## src/rtl/fifo_audio_player_pkg.sv

```systemverilog
// Shared types and helpers for the FIFO-fed PWM audio player.
// The volume helper works on offset-binary PCM bytes.
package audio_pkg;

  typedef enum logic [1:0] {
    IDLE      = 2'd0,
    WAIT_TICK = 2'd1,
    READ      = 2'd2,
    CAPTURE   = 2'd3
  } player_state_t;

  localparam logic [7:0] MIDSCALE = 8'h80;

  // Removes the offset, shifts arithmetically, then restores the offset.
  function automatic logic [7:0] apply_volume(input logic [7:0] d, input logic [2:0] v);
    logic signed [7:0] s_s;
    logic signed [7:0] s_att_s;
    s_s     = {~d[7], d[6:0]};
    s_att_s = s_s >>> v;
    return {~s_att_s[7], s_att_s[6:0]};
  endfunction

endpackage

```

## src/rtl/fifo_audio_player_if.sv

```systemverilog
// Read-side handshake between the audio byte FIFO and the player.
// The player is the master: it owns rd_en and consumes empty/dout.
interface fifo_audio_player_if;
  logic       fifo_empty_in;
  logic [7:0] fifo_dout_in;
  logic       fifo_rd_en_out;

  modport master (
    input  fifo_empty_in,
    input  fifo_dout_in,
    output fifo_rd_en_out
  );

  modport slave (
    output fifo_empty_in,
    output fifo_dout_in,
    input  fifo_rd_en_out
  );
endinterface

```

## src/rtl/fifo_audio_player_pwm_gen.sv

```systemverilog
// Free-running PWM generator; the duty value is only taken at the period
// boundary so a period never mixes two samples.
module pwm_gen
  import audio_pkg::*;
#(
  parameter int PWM_BITS = 8
) (
  input  logic       clk_in,
  input  logic       rst_n_in,
  input  logic [7:0] duty_in,
  output logic [7:0] sample_out,
  output logic       sample_valid_out,
  output logic       audio_pwm_out
);

  localparam int CMP_W = (PWM_BITS > 8) ? PWM_BITS : 8;

  logic [PWM_BITS-1:0] pwm_cnt_r;
  logic [7:0]          sample_r;
  logic                valid_r;
  logic                pwm_r;
  logic                wrap_s;

  assign wrap_s = (pwm_cnt_r == {PWM_BITS{1'b1}});

  // Counter, wrap-aligned duty load and registered compare output.
  always_ff @(posedge clk_in) begin
    if (!rst_n_in) begin
      pwm_cnt_r <= {PWM_BITS{1'b0}};
      sample_r  <= MIDSCALE;
      valid_r   <= 1'b0;
      pwm_r     <= 1'b0;
    end else begin
      pwm_cnt_r <= pwm_cnt_r + PWM_BITS'(1);
      pwm_r     <= (CMP_W'(pwm_cnt_r) < CMP_W'(sample_r));
      if (wrap_s) begin
        sample_r <= duty_in;
        valid_r  <= 1'b1;
      end else begin
        valid_r  <= 1'b0;
      end
    end
  end

  assign sample_out       = sample_r;
  assign sample_valid_out = valid_r;
  assign audio_pwm_out    = pwm_r;

endmodule

```

## src/rtl/fifo_audio_player.sv

```systemverilog
// Drains PCM bytes from the audio FIFO once per sample tick, applies volume
// and feeds the PWM generator; counts ticks that found the FIFO empty.
module fifo_audio_player
  import audio_pkg::*;
#(
  parameter int SAMPLE_DIV = 520,
  parameter int PWM_BITS   = 8,
  parameter int UNDER_W    = 16
) (
  input  logic                  clk_in,
  input  logic                  rst_n_in,
  input  logic                  play_en_in,
  input  logic [2:0]            volume_in,
  fifo_audio_player_if.master   fifo_bus,
  output logic [7:0]            sample_out,
  output logic                  sample_valid_out,
  output logic                  audio_pwm_out,
  output logic [UNDER_W-1:0]    underrun_count_out
);

  localparam int TICK_W = $clog2(SAMPLE_DIV);

  player_state_t       state_r;
  logic [TICK_W-1:0]   tick_cnt_r;
  logic                tick_s;
  logic                rd_en_r;
  logic [UNDER_W-1:0]  underrun_r;
  logic [7:0]          pending_r;
  logic [7:0]          pending_nxt_s;

  assign tick_s = (tick_cnt_r == TICK_W'(SAMPLE_DIV - 1));

  // Sample-rate divider, free-running even while paused.
  always_ff @(posedge clk_in) begin
    if (!rst_n_in) begin
      tick_cnt_r <= {TICK_W{1'b0}};
    end else if (tick_s) begin
      tick_cnt_r <= {TICK_W{1'b0}};
    end else begin
      tick_cnt_r <= tick_cnt_r + TICK_W'(1);
    end
  end

  // Player FSM: one FIFO read per tick, underrun accounting on empty ticks.
  always_ff @(posedge clk_in) begin
    if (!rst_n_in) begin
      state_r    <= IDLE;
      rd_en_r    <= 1'b0;
      underrun_r <= {UNDER_W{1'b0}};
    end else begin
      rd_en_r <= 1'b0;
      case (state_r)
        IDLE: begin
          if (play_en_in) begin
            state_r <= WAIT_TICK;
          end else begin
            state_r <= IDLE;
          end
        end
        WAIT_TICK: begin
          if (!play_en_in) begin
            state_r <= IDLE;
          end else if (tick_s && !fifo_bus.fifo_empty_in) begin
            state_r <= READ;
            rd_en_r <= 1'b1;
          end else if (tick_s) begin
            // Empty at the tick: the previous sample simply repeats.
            if (underrun_r != {UNDER_W{1'b1}}) begin
              underrun_r <= underrun_r + UNDER_W'(1);
            end else begin
              underrun_r <= underrun_r;
            end
          end else begin
            state_r <= WAIT_TICK;
          end
        end
        READ: begin
          state_r <= CAPTURE;
        end
        CAPTURE: begin
          if (play_en_in) begin
            state_r <= WAIT_TICK;
          end else begin
            state_r <= IDLE;
          end
        end
        default: begin
          state_r <= IDLE;
        end
      endcase
    end
  end

  // Next pending sample; fed straight to the PWM so a same-cycle wrap sees it.
  always_comb begin
    pending_nxt_s = pending_r;
    case (state_r)
      IDLE:    pending_nxt_s = MIDSCALE;
      CAPTURE: pending_nxt_s = apply_volume(fifo_bus.fifo_dout_in, volume_in);
      default: pending_nxt_s = pending_r;
    endcase
  end

  // Pending sample register.
  always_ff @(posedge clk_in) begin
    if (!rst_n_in) begin
      pending_r <= MIDSCALE;
    end else begin
      pending_r <= pending_nxt_s;
    end
  end

  pwm_gen #(
    .PWM_BITS(PWM_BITS)
  ) u_pwm_gen (
    .clk_in           (clk_in),
    .rst_n_in         (rst_n_in),
    .duty_in          (pending_nxt_s),
    .sample_out       (sample_out),
    .sample_valid_out (sample_valid_out),
    .audio_pwm_out    (audio_pwm_out)
  );

  assign fifo_bus.fifo_rd_en_out = rd_en_r;
  assign underrun_count_out      = underrun_r;

endmodule

```

## src/flat_wrapper.sv

```systemverilog
// flat-port wrapper written by rule: the top's interface ports become plain ports
module fifo_audio_player_flat import audio_pkg::*;
#(
  parameter int SAMPLE_DIV = 520,
  parameter int PWM_BITS   = 8,
  parameter int UNDER_W    = 16
)
  (clk_in, rst_n_in, play_en_in, volume_in, sample_out, sample_valid_out, audio_pwm_out, underrun_count_out, fifo_bus_fifo_empty_in, fifo_bus_fifo_dout_in, fifo_bus_fifo_rd_en_out);
  fifo_audio_player_if fifo_bus_i ();
  input  logic clk_in;
  input  logic rst_n_in;
  input  logic play_en_in;
  input  logic [2:0] volume_in;
  output logic [7:0] sample_out;
  output logic sample_valid_out;
  output logic audio_pwm_out;
  output logic [UNDER_W-1:0] underrun_count_out;
  input wire logic [$bits(fifo_bus_i.fifo_empty_in)-1:0] fifo_bus_fifo_empty_in;
  input wire logic [$bits(fifo_bus_i.fifo_dout_in)-1:0] fifo_bus_fifo_dout_in;
  output wire logic [$bits(fifo_bus_i.fifo_rd_en_out)-1:0] fifo_bus_fifo_rd_en_out;
  assign fifo_bus_i.fifo_empty_in = fifo_bus_fifo_empty_in;
  assign fifo_bus_i.fifo_dout_in = fifo_bus_fifo_dout_in;
  assign fifo_bus_fifo_rd_en_out = fifo_bus_i.fifo_rd_en_out;
  fifo_audio_player #(.SAMPLE_DIV(SAMPLE_DIV), .PWM_BITS(PWM_BITS), .UNDER_W(UNDER_W)) u_core (.clk_in(clk_in), .rst_n_in(rst_n_in), .play_en_in(play_en_in), .volume_in(volume_in), .fifo_bus(fifo_bus_i), .sample_out(sample_out), .sample_valid_out(sample_valid_out), .audio_pwm_out(audio_pwm_out), .underrun_count_out(underrun_count_out));
endmodule
```

## config.mk

```make
export PLATFORM = sky130hd
export DESIGN_NAME = fifo_audio_player_flat
export DESIGN_NICKNAME = d
export VERILOG_FILES = /design/src/rtl/fifo_audio_player_pkg.sv /design/src/rtl/fifo_audio_player_if.sv /design/src/rtl/fifo_audio_player_pwm_gen.sv /design/src/rtl/fifo_audio_player.sv /design/src/flat_wrapper.sv
export SDC_FILE = /design/constraint.sdc
export NUM_CORES = 1
export LEC_CHECK = 0
export CELL_PAD_IN_SITES_DETAIL_PLACEMENT = 0
export CELL_PAD_IN_SITES_GLOBAL_PLACEMENT = 1
export CORE_MARGIN = 5
export CORE_UTILIZATION = 41
export DETAILED_ROUTE_END_ITERATION = 7
export PLACE_DENSITY = 0.88
export SLEW_MARGIN = 20
export SYNTH_ARGS = -nofsm -noshare
export SYNTH_HDL_FRONTEND = slang
export SYNTH_SLANG_ARGS = --single-unit
```

## constraint.sdc

```tcl
create_clock -name clk_in -period 3.2 [get_ports clk_in]
set_clock_uncertainty 0.2 [all_clocks]
set_input_delay 0.32 -clock clk_in [delete_from_list [all_inputs] [get_ports clk_in]]
set_output_delay 0.32 -clock clk_in [all_outputs]
set_load 0.01 [all_outputs]
```

Yosys cells after proc, flatten, opt, wreduce, memory -nomap -nowiden
Cells that the tools add are included.
{ "word_totals": {"wordCells": 40, "output_inout_bits": 27, "inputBits": 15, "ff_bits": 55} }
{ "classes": {"eq_ne": 7, "n_shift": 1, "order_cmp": 1, "n_addsub": 3, "reduce_logical": 7, "bitwise": 4, "n_mux": 8} }
{ "ops": {"columns": ["cell", "n"], "rows": [
  ["adder 16 x 1 -> 16 bit, second input constant", 1],
  ["!= test 16 bit, second input constant", 1],
  ["one-hot mux 8 bit (2 select lines)", 1],
  ["adder 10 x 1 -> 10 bit, second input constant", 1],
  ["== test 10 bit, second input constant", 1],
  ["adder 8 x 1 -> 8 bit, second input constant", 1],
  ["== test 8 bit, second input constant", 1],
  ["less-than comparator 8 bit", 1],
  [">>> shifter 8 x 3 -> 8 bit", 1],
  ["two-way mux 2 bit", 3],
  ["one-hot mux 2 bit (3 select lines)", 1],
  ["AND reduction 5 bit", 1],
  ["== test 2 bit, second input constant", 2],
  ["!= test 4 bit, second input constant", 1],
  ["NOT 1 bit", 4],
  ["OR reduction 2 bit", 2],
  ["two-way mux 1 bit", 3],
  ["AND reduction 3 bit", 1],
  ["== test 2 x 1 -> 1 bit, second input constant", 1],
  ["logical NOT 2 bit", 1],
  ["logical AND 1 bit", 1],
  ["logical NOT 1 bit", 1]
]} }

Longest topological paths before layout
Gate-level depths: netlist of the first run.
{ "depth": {"ltp_word": 5, "mapped_depth": 8, "ltp_nobuf": 7} }

Cells and area by module
A second synthesis of the first run with hierarchy kept.
{ "unflattened": {"hier_cells": 343, "area_unflattened_um2": 3001.6} }
{ "modules_own_cells": {"columns": ["module", "cells_each", "instances", "seq_area_each_um2", "area_each_um2"], "rows": [
  ["fifo_audio_player", 248, 1, 740.7, 2133.3],
  ["pwm_gen", 95, 1, 360.3, 868.3]
]} }

Least setup slack after synthesis of the first run
OpenSTA, ideal clock, no wires.
{ "synth_path": {"path_type": "reg2reg", "startpoint": "reg u_core.underrun_r[0], in the netlist u_core.underrun_count_out[0]", "endpoint": "reg u_core.underrun_r[12], in the netlist u_core.underrun_count_out[12]", "period_less_slack_ns": 2.329, "arrival_ns": 2.002, "required_time_ns": 2.872, "path_buffers": 0, "slack_ns": 0.871, "path_stages_with_launch": 7, "setup_time_ns": 0.128, "cell_sequence": "dfxtp_1 ha_1 nand4_1 nor4_1 a2111oi_1 xnor2_1 nor2_1"} }
{ "synth_via": {"elab_chain_len": 2, "elab_cells_between_ends": 3, "classes_between": "add/sub (1); eq/ne (1); reduce/logical (1)"} }
{ "synth_lines": {"columns": ["item", "line_no", "source"], "rows": [
  ["start, declared", "fifo_audio_player.sv:27", "logic [UNDER_W-1:0] underrun_r;"],
  ["start signal, assigned", "fifo_audio_player.sv:49", "underrun_r <= {UNDER_W{1'b0}};"],
  ["start signal, assigned", "fifo_audio_player.sv:69", "underrun_r <= underrun_r + UNDER_W'(1);"],
  ["start signal, assigned", "fifo_audio_player.sv:71", "underrun_r <= underrun_r;"],
  ["parallel branches: the longest is 2 deep, another holds adder 16 x 1 -> 16 bit", null, null]
]} }
Several ways; the timed one is not identified.
A chain may end at the register's enable or synchronous reset.

Final worst setup path of the first run
{ "layout_path": {"startpoint": "reg u_core.tick_cnt_r[0]", "endpoint": "reg u_core.underrun_r[15], in the netlist u_core.underrun_count_out[15]"} }
{ "layout_via": {"elab_chain_len": 4} }
{ "layout_lines": {"columns": ["item", "line_no", "source"], "rows": [
  ["start, declared", "fifo_audio_player.sv:24", "logic [TICK_W-1:0] tick_cnt_r;"],
  ["start signal, assigned", "fifo_audio_player.sv:36", "tick_cnt_r <= {TICK_W{1'b0}};"],
  ["start signal, assigned", "fifo_audio_player.sv:38", "tick_cnt_r <= {TICK_W{1'b0}};"],
  ["start signal, assigned", "fifo_audio_player.sv:40", "tick_cnt_r <= tick_cnt_r + TICK_W'(1);"],
  ["== test 10 bit (*)", "fifo_audio_player.sv:31", "assign tick_s = (tick_cnt_r == TICK_W'(SAMPLE_DIV - 1));"],
  ["logical AND 1 bit", "fifo_audio_player.sv:63", "end else if (tick_s && !fifo_bus.fifo_empty_in) begin"],
  ["NOT 1 bit (no line)", null, null],
  ["AND reduction 5 bit (no line) (*)", null, null]
]} }
Every way passes the cells marked *; elsewhere a longest branch is shown, timed or not.

==> results of run 1 <==
-- power groups by stage --
stage / Clock, mW / Combinational, mW / Sequential, mW
floorplan: 0 / 0.0606 / 0.715
global placement: 0 / 0.0982 / 0.716
detailed placement: 0 / 0.100 / 0.717
CTS: 0.551 / 0.100 / 0.701
global route: 0.570 / 0.109 / 0.702
finish: 0.539 / 0.0992 / 0.701
-- flip-flops by register name (all words and copies together) (netlist names) --
register / count
u_core.underrun_count_out: 16
u_core.tick_cnt_r: 10
u_core.pending_r: 8
u_core.u_pwm_gen.pwm_cnt_r: 8
u_core.u_pwm_gen.sample_out: 8
u_core.state_r: 2
u_core.fifo_bus.fifo_rd_en_out: 1
u_core.u_pwm_gen.audio_pwm_out: 1
u_core.u_pwm_gen.sample_valid_out: 1
-- worst reg2reg max path, cell delays in order, from the launching register on --
cell and delay (ns):
dfxtp_1 0.37, ha_1 0.22, nand4bb_1 0.22, or4_1 0.79
nor4_2 0.39, nor2_1 0.07, a311oi_1 0.22
-- cell usage in the layout (no fill, tap or decap), drive strengths merged, types with 5 or more instances in the layout --
cell type      netlist  final
mux4                 5      5
nor4                 6      6
dfxtp               55     55
ha                  15     15
mux2i                7      7
and2                 6      6
a2111oi              5      5
clkbuf               9      6
xor2                 5      5
nand3               16     16
nor2                36     36
o21ai               12     12
nand2b               8      8
nand4                5      5
inv                 17     17
nand2               21     21
buf                  1      5
a21oi               16     16
xnor2               16     16
nor3                 7      7
clkdlybuf4s50        0     41
-- kinds of logic after synthesis --
| kind of cell | after synthesis | synth area share |
|---|---|---|
| simple gates | 126 | 0.233 |
| compound gates | 58 | 0.143 |
| flops | 55 | 0.390 |
| buf+inv | 27 | 0.0373 |
| xor+xnor | 21 | 0.0652 |
| fa+ha+maj | 15 | 0.0665 |
| mux | 12 | 0.0648 |
-- metal layers --
layer / GRT usage / share of wire
met1: 0.185 / 0.47
met2: 0.248 / 0.47
met3: 0.0292 / 0.050
met4: 0.0525 / 0.015
met5: 0 / 0
-- area by class of cell --
class                           count  area [um^2]
Fill cell                         650         3300
Multi-Input combinational cell    232         1610
Sequential cell                    55         1100
Timing Repair Buffer               46          448
Tap cell                           80          100
Clock buffer                        6         72.6
Inverter                           17         63.8
Clock inverter                      2         60.1
-- final timing paths --
path / cells past startpoint / endpoint / startpoint / slack [ns]
worst min register to register: 1 / u_core.tick_cnt_r[0] / u_core.tick_cnt_r[0] / 0.27
worst max register to register: 6 / u_core.underrun_count_out[15] / u_core.tick_cnt_r[0] / 0.64
worst max-delay path: 6 / u_core.underrun_count_out[15] / u_core.tick_cnt_r[0] / 0.64
worst min-delay path: 1 / u_core.tick_cnt_r[0] / u_core.tick_cnt_r[0] / 0.27
-- metrics by stage --
step | hold slack (ns) | instance area, um^2 | util | setup slack [ns]
floorplan | 0.226 | 2820 | - | 0.871
global route | 0.300 | 3460 | 0.512 | 0.455
CTS | 0.273 | 3460 | 0.512 | 0.639
finish | 0.266 | 3460 | 0.512 | 0.644
global placement | 0.239 | 3330 | 0.492 | 0.515
detailed placement | 0.252 | 3330 | 0.492 | 0.463
==> impl_metrics.json, run 1 <==
{
  "syn_avg_cell_area_um2": 8.98,
  "worstPathArrival_ns": 2.58,
  "power.leakage_nw": 1.20,
  "syn2layout_area_growth_pct": 22.7,
  "p_comb_frac": 0.074,
  "yosys-top-cells-area": "dfxtp_1, ha_1, xnor2_1, nor2_1, mux4_2",
  "status": "complete, no violations",
  "ys_ff_latch": 55,
  "hold_viol": 0,
  "diodes": 0,
  "crit_path_cell_trace": "ha_1 -> nand4bb_1 -> or4_1 -> nor4_2 -> nor2_1 -> a311oi_1",
  "synth_cells": 314,
  "gp_congestion": 0.776,
  "path_delay_family": "simple AND/OR/NAND/NOR gates",
  "worstMarginPinSlew_ns": 0.723,
  "fp.coreArea_mm2": 0.00676,
  "synth-async-reset-ratio": 0,
  "path_buf_inv": 0,
  "worstPathMaxFanout": 10,
  "criticalPathCategory": "flip-flop to flip-flop",
  "row_count": 30,
  "final-setup-viol-count": 0,
  "drive_gt1_frac": 0.0698,
  "yosysTopAreaCell": "dfxtp_1",
  "grt-ovfl-total": 0,
  "worst_setup_path_end_kind": "flip-flop",
  "min_period_ns": 2.56,
  "avgViaCountPerCell": 5.52,
  "firstDrtPassIters": 4,
  "clock_latency_ns": 0.31,
  "numCtsBuffers": 5,
  "synth_edf_count": 0,
  "synthesis.nets": 344,
  "finalCritPeriodShare": 0.799,
  "syn_area_mm2": 0.00282,
  "io_buffer_count": 41,
  "postCtsHoldBufs": 0,
  "avgRoutedWirePerCell_um": 14.1,
  "postRouteAntennaNets": 0,
  "grt_max_degree": 21,
  "dp_hpwl_um": 4660,
  "finalNonFillerCells": 438,
  "die_h_um": 92.9,
  "grtUsageTotal": 0.147,
  "power.internal_mw": 1.06,
  "antenna_found_initial": 0,
  "io_pins": 42,
  "fin_nets": 387,
  "clockRootBuffer": "clkbuf_8",
  "clk_pin_slew_ns": 0.10,
  "max_slew_margin": 0.513,
  "vdd.ir_drop.worst_v": 0.000155,
  "cts_tree": "yes",
  "dpl.cell_count": 430,
  "synth.most_common_cell": "dfxtp_1",
  "dieArea_mm2": 0.00864,
  "route.detailed.drc": 0,
  "cts_resized": 0,
  "hold_class": "flip-flop to flip-flop",
  "ys_seq_area_frac": 0.390,
  "powerDensity_mw_per_mm2": 387,
  "switching_share": 0.212,
  "fin_tns_setup_ns": 0,
  "grt_pass1_wl_um": 10400,
  "htree_levels": 2,
  "clockBufferDepth": 2,
  "slowest_delay_ns": 0.79,
  "required_ns": 3.23,
  "seqPwrFrac": 0.524,
  "start_util": 0.417,
  "start_kind": "flip-flop",
  "grt_pass1_vias": 2295,
  "routed_wl_um": 6160,
  "fmax_ghz": 0.391,
  "synth_top_area_share": 0.390,
  "cts.sinks": 55,
  "via_count": 2418,
  "drt_iter0_drc": 73,
  "p_total_mw": 1.34,
  "cp_slowest_cell": "or4_1",
  "rsz0062_at_grt": "no",
  "p_switching_uw": 283,
  "synth-main-ff-cell": "dfxtp_1",
  "yosys-top-cells-count": "dfxtp_1, nor2_1, nand2_1, inv_1",
  "synth.distinct_cells": 50,
  "clockPowerShare": 0.402,
  "yosysWarnings": 0,
  "die_w_um": 92.9,
  "post_cts_buffers": 0,
  "drv_slew": 0,
  "drv_cap": 0
}
(Power assumes the default switching activity.)
==> run 2: changes to the inputs <==
--- a/config.mk
+++ b/config.mk
@@ -8,9 +8,9 @@
 export CELL_PAD_IN_SITES_DETAIL_PLACEMENT = 0
 export CELL_PAD_IN_SITES_GLOBAL_PLACEMENT = 1
 export CORE_MARGIN = 5
-export CORE_UTILIZATION = 41
+export CORE_UTILIZATION = 37
 export DETAILED_ROUTE_END_ITERATION = 7
-export PLACE_DENSITY = 0.88
+export PLACE_DENSITY = 0.84
 export SLEW_MARGIN = 20
 export SYNTH_ARGS = -nofsm -noshare
 export SYNTH_HDL_FRONTEND = slang
==> constraint.sdc (replaced) <==
create_clock -name clk_in -period 2.2 [get_ports clk_in]
set_clock_uncertainty 0.2 [all_clocks]
set_input_delay 0.22 -clock clk_in [delete_from_list [all_inputs] [get_ports clk_in]]
set_output_delay 0.22 -clock clk_in [all_outputs]
set_load 0.01 [all_outputs]
==> impl_metrics.json, run 2 (synthesis results as in run 1) <==
{
  "dieArea_mm2": 0.00947,
  "drv_slew": 0,
  "postCtsHoldBufs": 0,
  "p_comb_frac": 0.094,
  "layout_common_cells": "dfxtp_1, clkdlybuf4s50_1, nor2_1, buf_4, nand2_1",
  "r2r_start": "u_core.tick_cnt_r[4]",
  "antenna_found_initial": 0,
  "route.detailed.drc": 0,
  "path_buf_inv": 1,
  "powerDensity_mw_per_mm2": 482,
  "switching_share": 0.224,
  "avgRoutedWirePerCell_um": 13.7,
  "max_slew_margin": 0.655,
  "final-setup-viol-count": 0,
  "finalCritPeriodShare": 0.996,
  "drive_gt1_frac": 0.183,
  "status": "complete, no violations",
  "p_switching_uw": 413,
  "fin_ws_ns": 0.00958,
  "htree_levels": 2,
  "numCtsBuffers": 5,
  "hold_class": "flip-flop to flip-flop",
  "power.internal_mw": 1.44,
  "largest_reg_flops": 16,
  "start_kind": "flip-flop",
  "seqPwrFrac": 0.551,
  "worstMarginPinSlew_ns": 0.512,
  "grt_pass1_wl_um": 11500,
  "rsz0062_at_grt": "yes",
  "startpoint": "u_core.tick_cnt_r[4]",
  "fin_nets": 418,
  "grtUsageTotal": 0.142,
  "clock_latency_ns": 0.31,
  "worstPathMaxFanout": 3,
  "grt_pass1_vias": 2467,
  "fp.coreArea_mm2": 0.00733,
  "drv_cap": 0,
  "power.leakage_nw": 1.39,
  "hold_viol": 0,
  "avgViaCountPerCell": 5.18,
  "grt_max_degree": 32,
  "finalNonFillerCells": 487,
  "path_delay_family": "simple AND/OR/NAND/NOR gates",
  "clockPowerShare": 0.355,
  "dp_hpwl_um": 5100,
  "die_w_um": 97.3,
  "clockRootBuffer": "clkbuf_8",
  "fmax_ghz": 0.457,
  "row_count": 31,
  "io_buffer_count": 41,
  "drt_iter0_drc": 48,
  "via_count": 2525,
  "worst_setup_path_end_kind": "flip-flop",
  "slowest_delay_ns": 0.51,
  "die_h_um": 97.3,
  "firstDrtPassIters": 6,
  "dp_slack_ns": -0.405,
  "hp-start": "u_core.pending_r[7]",
  "criticalPathCategory": "flip-flop to flip-flop",
  "syn2layout_area_growth_pct": 36.1,
  "worstPathArrival_ns": 2.18,
  "dpl.cell_count": 481,
  "io_pins": 42,
  "postRouteAntennaNets": 0,
  "fill_cells": 688,
  "grt-ovfl-total": 0,
  "post_cts_buffers": 0,
  "cts_tree": "yes",
  "final_common_cell": "dfxtp_1",
  "cp_slowest_cell": "or4b_1",
  "required_ns": 2.19,
  "crit_path_cell_trace": "or4b_1 -> or4_4 -> buf_4 -> nor3_2 -> xnor2_1 -> nor2_1",
  "clk_pin_slew_ns": 0.10,
  "start_util": 0.385,
  "vdd.ir_drop.worst_v": 0.000280,
  "clockBufferDepth": 2,
  "p_total_mw": 1.85,
  "min_period_ns": 2.19,
  "gp_congestion": 0.790,
  "diodes": 0,
  "routed_wl_um": 6670,
  "cts.sinks": 55
}
[run 2: cell types whose count changed in the layout (fill, tap and decap cells not counted), moves of 2 or more]
cell / delta
a2111oi_1: -2
a2111oi_4: +3
buf_4: +30
dfxtp_1: -4
dfxtp_2: +4
ha_1: -2
nor4_1: -2
nor4_4: +2
or4_1: -2
or4_4: +2
[run 2: path summary, 6_finish.rpt]
| kind | endpoint | slack (ns) | depth (start not counted) |
|---|---|---|---|
| min | u_core.pending_r[7] | 0.29 | 2 |
| max reg2reg | u_core.underrun_count_out[7] | 0.01 | 6 |
| min reg2reg | u_core.pending_r[7] | 0.29 | 2 |
| max | u_core.underrun_count_out[7] | 0.01 | 6 |
[run 2: final cells by class]
cell class	instances	area (um^2)	share of cell area
inverter	17	63.8	0.0166
tap	99	124	0.0323
clock buffer	6	72.6	0.0189
multi-input combinational	232	1750	0.456
timing repair buffer	77	693	0.181
sequential	55	1110	0.288
clock inverter	1	30.0	0.00782
[run 2: worst min-delay path, cell delays in order (launching register included)]
cell and delay (ns):
dfxtp_1 0.32, a21oi_1 0.09, nand2_1 0.06
[run 2: power groups by stage]
| stage | Sequential [mW] | Combinational (mW) | Clock, mW |
|---|---|---|---|
| floorplan | 1.04 | 0.0884 | 0 |
| global placement | 1.04 | 0.166 | 0 |
| detailed placement | 1.04 | 0.173 | 0 |
| CTS | 1.02 | 0.176 | 0.681 |
| global route | 1.02 | 0.194 | 0.717 |
| finish | 1.02 | 0.174 | 0.656 |
[run 2: timing repair]
| item | 4_1_cts | 5_1_grt |
|---|---|---|
| endpoints found under the hold margin | 0 | 0 |
| setup endpoints to repair | 15 | 13 |
| resized for setup | 18 | 3 |
| pin swaps | 6 | 6 |
[run 2: metal layers]
metal,wire length [um],up-vias,global-route usage
met5,0,-,0
met3,231,7,0.0244
met2,3150,46,0.236
met4,75,0,0.0426
met1,3210,1193,0.188
li1,-,1279,-
[run 2: through the flow]
step,util,setup TNS (ns),hold slack (ns),instance area [um^2]
6_report,0.524,0,0.293,3840
5_1_grt,0.524,-0.307,0.319,3840
4_1_cts,0.523,0,0.289,3840
3_5_place_dp,0.497,-4.74,0.267,3640
3_3_place_gp,0.497,-3.82,0.260,3640
2_1_floorplan,-,-0.157,0.160,2860
==> patch: new RTL, settings of run 1 <==
Make the reset (`rst_n_in`) asynchronous in 4 clocked blocks.
--- a/src/rtl/fifo_audio_player_pwm_gen.sv
+++ b/src/rtl/fifo_audio_player_pwm_gen.sv
@@ -24,7 +24,7 @@
   assign wrap_s = (pwm_cnt_r == {PWM_BITS{1'b1}});
 
   // Counter, wrap-aligned duty load and registered compare output.
-  always_ff @(posedge clk_in) begin
+  always_ff @(posedge clk_in or negedge rst_n_in) begin
     if (!rst_n_in) begin
       pwm_cnt_r <= {PWM_BITS{1'b0}};
       sample_r  <= MIDSCALE;
--- a/src/rtl/fifo_audio_player.sv
+++ b/src/rtl/fifo_audio_player.sv
@@ -31,7 +31,7 @@
   assign tick_s = (tick_cnt_r == TICK_W'(SAMPLE_DIV - 1));
 
   // Sample-rate divider, free-running even while paused.
-  always_ff @(posedge clk_in) begin
+  always_ff @(posedge clk_in or negedge rst_n_in) begin
     if (!rst_n_in) begin
       tick_cnt_r <= {TICK_W{1'b0}};
     end else if (tick_s) begin
@@ -42,7 +42,7 @@
   end
 
   // Player FSM: one FIFO read per tick, underrun accounting on empty ticks.
-  always_ff @(posedge clk_in) begin
+  always_ff @(posedge clk_in or negedge rst_n_in) begin
     if (!rst_n_in) begin
       state_r    <= IDLE;
       rd_en_r    <= 1'b0;
@@ -102,7 +102,7 @@
   end
 
   // Pending sample register.
-  always_ff @(posedge clk_in) begin
+  always_ff @(posedge clk_in or negedge rst_n_in) begin
     if (!rst_n_in) begin
       pending_r <= MIDSCALE;
     end else begin
Behaviour: differs if rst_n_in is asserted again (counterexample within 4 cycles, from zero or initial values and one cycle with rst_n_in low); with rst_n_in held inactive, the same outputs for 10 cycles.
==> patch against run 1 <==
  * Cell area is 2.0% lower
  * Largest power group unchanged
  * Routed wire length decreased by 14%
  * Core utilization up 1.6 points
  * Count of clock-buffer cells in the layout unchanged
  * Synthesized area down 2.4%
  * Sequential share of layout area increased by 8.8 points
  * Sequential cell count unchanged
  * Power shrank 2.4%
  * Die area fell by 2.2%
  * Worst setup slack gained 0.077 ns
==> patch: results <==
export IMPL_synthAdderAreaFrac=0.0682
export IMPL_place_hpwl_mm=3.97
export IMPL_arrival_ns=2.51
export IMPL_grt_pass1_vias=1992
export IMPL_synth_mux_area_fraction=0.0878
export IMPL_met1_length_mm=2.53
export IMPL_nonClkBufAreaFrac=0.129
export IMPL_clk_latency_ns=0.31
export IMPL_drt_wl_total_mm=5.31
export IMPL_ir_drop_mv=0.275
export IMPL_multi_input_gates=171
export IMPL_cts_max_level=2
export IMPL_hp_start="u_core.tick_cnt_r[0]$_DFF_PN0_"
export IMPL_drt_vias_per_instance=5.21
export IMPL_fillers=562
export IMPL_fin_nets=326
export IMPL_synth_nets=279
export IMPL_layout_drive_gt1_share=0.0976
export IMPL_synth_commonest_cells="53 x dfrtp_1, 20 x nand2_1, 17 x inv_1, 17 x nand3_1"
export IMPL_drt_initial_drc_count=42
export IMPL_syn_inst=249
export IMPL_status="complete, no violations"
export IMPL_place_gp_congestion=0.760
export IMPL_top_layer_used="met4"
export IMPL_grt_use_met3=0.0393
export IMPL_r2r_end="u_core.underrun_count_out[9]$_DFFE_PN0P_"
export IMPL_nNonClkInverters=18
export IMPL_grt_usage=0.133
export IMPL_cpPeakStageDelay_ns=0.56
export IMPL_r2r_start="u_core.tick_cnt_r[8]$_DFF_PN0_"
export IMPL_routed_wl_met3_um=237
export IMPL_ctsHoldBuffers=1
export IMPL_synthXorXnorAreaFrac=0.0859
export IMPL_ys_async_sr_fraction=1.00
export IMPL_met2_usage=0.217
export IMPL_place_ws_ns=0.723
export IMPL_multiInputGateArea_sq_um=1280
export IMPL_seq_share=0.406
export IMPL_min_path_type="reg -> reg"
export IMPL_ys_seq_area_frac=0.501
export IMPL_tightestPinTransition_ns=0.816
export IMPL_clk_share=0.0391
export IMPL_n_all_buffers=45
export IMPL_ctsResizeCount=0
export IMPL_grt_max_degree=36
export IMPL_nClkBuffers=6
export IMPL_synth_compound_area_frac=0.0755
export IMPL_grt_pass1_wl_mm=9.24
export IMPL_cp_max_fo=12
export IMPL_p_leak_nw=1.54
export IMPL_ys_top_cells_by_area="dfrtp_1 48%, ha_1 6.8%, xor2_1 4.8%, mux4_2 4.1%, xnor2_1 3.8%"
export IMPL_grtUsageMet1=0.173
export IMPL_path_class="reg -> reg"
export IMPL_cp_slowest_cell="or4_4"
export IMPL_hold_end="u_core.tick_cnt_r[0]$_DFF_PN0_"
export IMPL_cts_root_buf="clkbuf_8"
export IMPL_finalHoldWorstSlack_ns=0.256
export IMPL_synth_distinct_cells=38
export IMPL_route_met2_wl_mm=2.47
patch: cell types whose count changed after synthesis, sizes merged, moves of 7 or more:
cell          run 1  this run
dfxtp            55         0
nor2             36        12
mux2              0         7
xor2              5        15
dfrtp             0        53
patch: report_power, final:
part / switching [mW] / internal (mW)
Combinational: 0.0413 / 0.0370
Sequential: 0.00154 / 0.698
Clock: 0.217 / 0.313
Total: 0.259 / 1.05
patch: per-stage QoR:
stage | cell area [sq um] | cells
global placement | 3250 | 365
CTS | 3390 | 374
floorplan | 2750 | 249
global route | 3390 | 374
detailed placement | 3250 | 365
finish | 3390 | 374
patch: worst reg2reg max path, cell delays in order (launching register included):
cell     delay (ns)
dfrtp_1        0.41
or4_4          0.56
nor4_4         0.37
o31ai_2        0.28
nor4_1         0.39
xor2_1         0.19
patch: cell families after synthesis:
family | Yosys count
adders and majority gates | 15
AOI/OAI and AO/OA | 35
xor gates and xnor gates | 27
and+or+nand+nor | 77
muxes | 17
DFF | 55
buffers and inverters | 23
